==> src/rtl/status_led_bank.sv <==
// Multi-channel status LED driver: off/on/fast/slow blink and burst-code modes sharing one prescaler and phase counter.
// Optional PWM dimming through the brightness port is enabled with `define STATUS_LED_PWM_EN.
module status_led_bank #(
   parameter int CHANNELS  = 4,
   parameter int CLK_HZ    = 25000000,
   parameter int TICK_HZ   = 8,
   parameter int GAP_TICKS = 6
) (
   input  logic                    clock_25mhz,
   input  logic                    reset_sync,
   input  logic [3*CHANNELS-1:0]   mode,
   input  logic [3*CHANNELS-1:0]   burst_count,
   input  logic [3:0]              brightness,
   output logic                    tick,
   output logic [CHANNELS-1:0]     led
);

   localparam int PRESC_DIV = CLK_HZ / TICK_HZ;
   localparam int PRESC_W   = (PRESC_DIV > 1) ? $clog2(PRESC_DIV) : 1;
   localparam logic [PRESC_W-1:0] PRESC_LAST = PRESC_W'(PRESC_DIV - 1);
   localparam logic [5:0] GAP_LEN = 6'(GAP_TICKS);

   localparam logic [2:0] MODE_OFF   = 3'b000;
   localparam logic [2:0] MODE_ON    = 3'b001;
   localparam logic [2:0] MODE_FAST  = 3'b010;
   localparam logic [2:0] MODE_SLOW  = 3'b011;
   localparam logic [2:0] MODE_BURST = 3'b100;

   if (PRESC_DIV < 2) begin : gDivCheck
      $error("status_led_bank: CLK_HZ/TICK_HZ must be at least 2");
   end
   if (GAP_TICKS < 1 || GAP_TICKS > 15) begin : gGapCheck
      $error("status_led_bank: GAP_TICKS must be in 1..15");
   end

   logic [PRESC_W-1:0]  prescCnt_q;
   logic [2:0]          phase_q;
   logic                tick_q;
   logic                tickEvt;
   logic [CHANNELS-1:0] ledRaw;
   logic [CHANNELS-1:0] led_d;
   logic [CHANNELS-1:0] led_q;

   // The internal tick fires on the wrap edge itself, so phase and step move together with the tick output.
   assign tickEvt = (prescCnt_q == PRESC_LAST);

   always_ff @(posedge clock_25mhz or posedge reset_sync) begin
      if (reset_sync) begin
         prescCnt_q <= '0;
         phase_q    <= '0;
         tick_q     <= 1'b0;
      end else begin
         tick_q <= tickEvt;
         if (tickEvt) begin
            prescCnt_q <= '0;
            phase_q    <= phase_q + 3'd1;
         end else begin
            prescCnt_q <= prescCnt_q + PRESC_W'(1);
         end
      end
   end

   for (genvar ch = 0; ch < CHANNELS; ch++) begin : gCh
      logic [2:0] chMode;
      logic [2:0] chCount;
      logic [5:0] flashLen;
      logic [5:0] seqLen;
      logic [3:0] step_q;
      logic [3:0] step_d;
      logic       burstLit;
      logic       chLit;

      assign chMode   = mode[3*ch +: 3];
      assign chCount  = burst_count[3*ch +: 3];
      assign flashLen = {2'b00, chCount, 1'b0};
      assign seqLen   = flashLen + GAP_LEN;
      assign burstLit = ({2'b00, step_q} < flashLen) && !step_q[0];

      // A new burst_count takes effect at once; an out-of-range step simply wraps on the next tick.
      always_comb begin
         step_d = step_q;
         if (chMode != MODE_BURST) begin
            step_d = '0;
         end else if (tickEvt) begin
            if ({2'b00, step_q} >= (seqLen - 6'd1)) begin
               step_d = '0;
            end else begin
               step_d = step_q + 4'd1;
            end
         end
      end

      always_ff @(posedge clock_25mhz or posedge reset_sync) begin
         if (reset_sync) begin
            step_q <= '0;
         end else begin
            step_q <= step_d;
         end
      end

      always_comb begin
         chLit = 1'b0;
         case (chMode)
            MODE_OFF:   chLit = 1'b0;
            MODE_ON:    chLit = 1'b1;
            MODE_FAST:  chLit = ~phase_q[0];
            MODE_SLOW:  chLit = phase_q[2];
            MODE_BURST: chLit = burstLit;
            default:    chLit = 1'b0;
         endcase
      end

      assign ledRaw[ch] = chLit;
   end

`ifdef STATUS_LED_PWM_EN
   logic [3:0] pwmCnt_q;
   logic       pwmGate;

   always_ff @(posedge clock_25mhz or posedge reset_sync) begin
      if (reset_sync) begin
         pwmCnt_q <= '0;
      end else begin
         pwmCnt_q <= pwmCnt_q + 4'd1;
      end
   end

   assign pwmGate = (pwmCnt_q < brightness);
   assign led_d   = ledRaw & {CHANNELS{pwmGate}};
`else
   logic unusedBrightness;

   assign unusedBrightness = ^brightness;
   assign led_d            = ledRaw;
`endif

   always_ff @(posedge clock_25mhz or posedge reset_sync) begin
      if (reset_sync) begin
         led_q <= '0;
      end else begin
         led_q <= led_d;
      end
   end

   assign tick = tick_q;
   assign led  = led_q;

endmodule
==> config.mk <==
export PLATFORM = sky130hd
export DESIGN_NAME = status_led_bank
export DESIGN_NICKNAME = d
export VERILOG_FILES = /design/src/rtl/status_led_bank.sv
export SDC_FILE = /design/constraint.sdc
export NUM_CORES = 1
export LEC_CHECK = 0
export ABC_AREA = 1
export CAP_MARGIN = 20
export CORE_UTILIZATION = 55
export DETAILED_ROUTE_END_ITERATION = 6
export PLACE_DENSITY = 0.78
export SYNTH_ARGS = -nofsm -noshare
export SYNTH_HDL_FRONTEND = slang
export SYNTH_SLANG_ARGS = --single-unit
==> constraint.sdc <==
create_clock -name clock_25mhz -period 4.23 [get_ports clock_25mhz]
set_clock_uncertainty 0.05 [all_clocks]
set_input_delay 0.846 -clock clock_25mhz [delete_from_list [all_inputs] [get_ports clock_25mhz]]
set_output_delay 0.846 -clock clock_25mhz [all_outputs]
set_load 0.05 [all_outputs]
==> flow_summary.toml <==
[critical_path]
crit_fanout = 1
startpoint = "led[1]"
end_kind = "output port"
r2r_start = "prescCnt_q[0]"
arrival_ns = 1.45
max_stage_delay_ns = 0.82
path_depth = 1
reg2reg_depth = 9
crit_chain = "clkdlybuf4s50_1"
critPathSlowestCell = "clkdlybuf4s50_1"
crit_path_end = "led[1]"
crit_family = "buffers and inverters"
path_class = "reg2out"
r2r_setup_slack_ns = 2.44
cp.required_ns = 3.33
path_buf_inv = 1
r2r-end = "gCh[1].step_q[0]"
worstSetupStartpointType = "register"

[clock_network]
cts-htree-levels = 2
cts_setup_buffers = 0
numCtsBuffers = 5
postCtsResizedCells = 0
cts-root-buf = "clkbuf_8"
cts_hold_buf = 0
cts_tree = "yes"
cts.sinks = 46
clk_pin_slew_worst_paths_ns = 0.07
clock_path_buffers = 2
clk_latency_ns = 0.31

[placed_design]
dp_cells = 563
io_buffers = 30
dpl.hpwl_um = 5078
gp_congestion = 0.8594

[timing]
tightest_slew_ns = 0.9365
fmax_mhz = 427.0
finalSetupViolations = 0
relSlewSlack = 0.3747
tns_ns = 0
timing.final.crit_period_ns = 2.342
period_share = 0.5537
finalHoldViolCount = 0
final_max_slew_viol_count = 0
rsz0062_at_grt = "false"

[global_routing]
use_met2 = 0.3915
grt_antenna_before_repair = 0
grt_max_degree = 47
busiest_layer = "met2"
grt_util_met1 = 0.2988
grt.total_usage = 0.2343
grt.overflow.total = 0
grt_pass1_wl_um = 11820
grt_pass1_vias = 2800
grt_use_met3 = 0.03886

[route]
vias_per_cell = 5.249
num_vias = 2992
ant_nets = 0
drt_iter0_drc = 174
wl_um = 6671
firstDrtPassIters = 6
drcViolationCount = 1
wl_per_cell_um = 11.70

[synth]
synth-xor-area-share = 0.05241
synth_top_family_by_area = "simple AND/OR/NAND/NOR gates"
synthesis.area_mm2 = 0.003342
syn-num-nets = 526
synthDistinctLibCells = 24
yosys.area_share.simple = 0.3523
seq_area_frac_synth = 0.3444
synth_compound_area_frac = 0.03070
synth_adder_area_share = 0.1273
netlist_instances = 462
synth.avg_cell_area_um2 = 7.234
synth_seq_cells = 46
synthMuxAreaShare = 0
synth_warnings = 0

[floorplanning]
die_x_um = 79.95
dieHeight_um = 79.95
die-area_mm2 = 0.006392
core_area_mm2 = 0.005886
io_pins = 35
rows = 28
start_util = 0.5678

[layout]
diodes = 0
fillers = 537
drive_gt1_frac = 0.05455
syn_to_final_growth_pct = 13.10
finalNetCount = 559
fin_cells = 570

[worst_hold_path]
hp-class = "reg2reg"

[run_status]
status = "finished with violations"
violations = "design-rule violations"

[power]
p_per_area_mw_per_mm2 = 211.9
irDropWorstVdd_uv = 140.7
leakagePower_uw = 0.001955

[job]
maxCapViolCount = 0
[where the power goes]
| part | internal [uW] | total [uW] | switching (uW) | leakage, uW |
|---|---|---|---|---|
| registers | 443 | 445 | 1.85 | 0.000622 |
| logic | 42.3 | 99.0 | 56.7 | 0.00129 |
| clock network | 114 | 257 | 143 | 0.0000383 |
[logic make-up (layout without fill, tap and decap cells)]
logic type	Yosys count	after routing
AND/OR/NAND/NOR	267	267
buffers and inverters	78	111
flip-flops	46	46
adder cells (fa/ha/maj)	34	34
XOR/XNOR	20	20
AO/OA/AOI/OAI	17	17
[layout make-up]
| class | count | area [um^2] | area share |
|---|---|---|---|
| Clock buffer | 7 | 76.32 | 0.02019 |
| Inverter | 74 | 277.8 | 0.07349 |
| Multi-Input combinational cell | 338 | 1881 | 0.4975 |
| Sequential cell | 46 | 1151 | 0.3045 |
| Tap cell | 75 | 93.84 | 0.02483 |
| Timing Repair Buffer | 30 | 300.3 | 0.07944 |
[worst min-delay path by stage]
stage | startpoint | to | slack, ns | cells past startpoint
floorplan | prescCnt_q[0] | prescCnt_q[0] | 0.38 | 1
global placement | prescCnt_q[0] | prescCnt_q[0] | 0.40 | 1
detailed placement | prescCnt_q[0] | prescCnt_q[0] | 0.40 | 1
CTS | prescCnt_q[0] | prescCnt_q[0] | 0.41 | 1
global route | prescCnt_q[0] | prescCnt_q[0] | 0.44 | 1
finish | prescCnt_q[0] | prescCnt_q[0] | 0.40 | 1
[metrics by stage]
stage | power (uW) | utilization | hold slack, ns | instance area, um^2 | setup slack, ns
after CTS | 806.7 | 0.6422 | 0.4135 | 3780 | 1.871
after floorplan | 506.5 | - | 0.3821 | 3342 | 2.245
after global placement | 551.1 | 0.6293 | 0.3962 | 3704 | 1.662
final | 800.9 | 0.6422 | 0.4050 | 3780 | 1.888
after global routing | 832.1 | 0.6422 | 0.4397 | 3780 | 1.806
after detailed placement | 554.5 | 0.6293 | 0.4032 | 3704 | 1.610
[layout by cell type, fill, tap and decap left out]
cell	Yosys	routed
or2_4	1	1
clkbuf_8	0	5
nor2_4	1	1
o21ai_0	2	2
nand2_1	108	108
and2_1	1	1
nand4_1	7	7
xnor2_1	5	5
inv_2	4	5
xor2_1	15	15
nand3_1	57	57
dfrtp_1	46	46
nand2_2	4	4
inv_1	70	69
ha_1	34	34
nor2_1	71	71
clkbuf_1	0	2
a21oi_1	10	10
nor2_2	6	6
clkdlybuf4s50_1	0	30
nor3_2	4	4
nand3_4	1	1
nor3_1	6	6
o21bai_1	1	1
o2111ai_1	4	4
[routing by layer]
| layer | part of all wire | up-vias | wire, um |
|---|---|---|---|
| met1 | 0.46 | 1399 | 3072 |
| met3 | 0.030 | 12 | 202 |
| li1 | - | 1527 | - |
| met4 | 0.015 | 0 | 103 |
| met5 | 0 | - | 0 |
| met2 | 0.49 | 54 | 3293 |
[sequential cells by signal (all words and copies together), names as in the netlist]
signal,flops
led,4
prescCnt_q,22
phase_q,3
gCh.step_q,16
tick,1
[cells in the mapped netlist (all sizes together)]
master	count	share of area
nand3	58	0.091
inv	74	0.083
a21oi	10	0.015
buf	4	0.0097
and2	1	0.0019
o21bai	1	0.0022
nor3	10	0.021
xnor2	5	0.013
nand4	7	0.013
nand2	112	0.13
nor2	78	0.094
xor2	15	0.039
o2111ai	4	0.010
o21ai	2	0.0030
dfrtp	46	0.34
or2	1	0.0026
ha	34	0.13
[worst register-to-register path, delay by kind of cell, from the launching register on]
family	cells	cell delay [ns]
buffers and inverters	2	0.37
DFF	1	0.37
adders and majority gates	1	0.21
and+or+nand+nor	6	0.75
No activity file was read; power rests on OpenSTA's default activity.
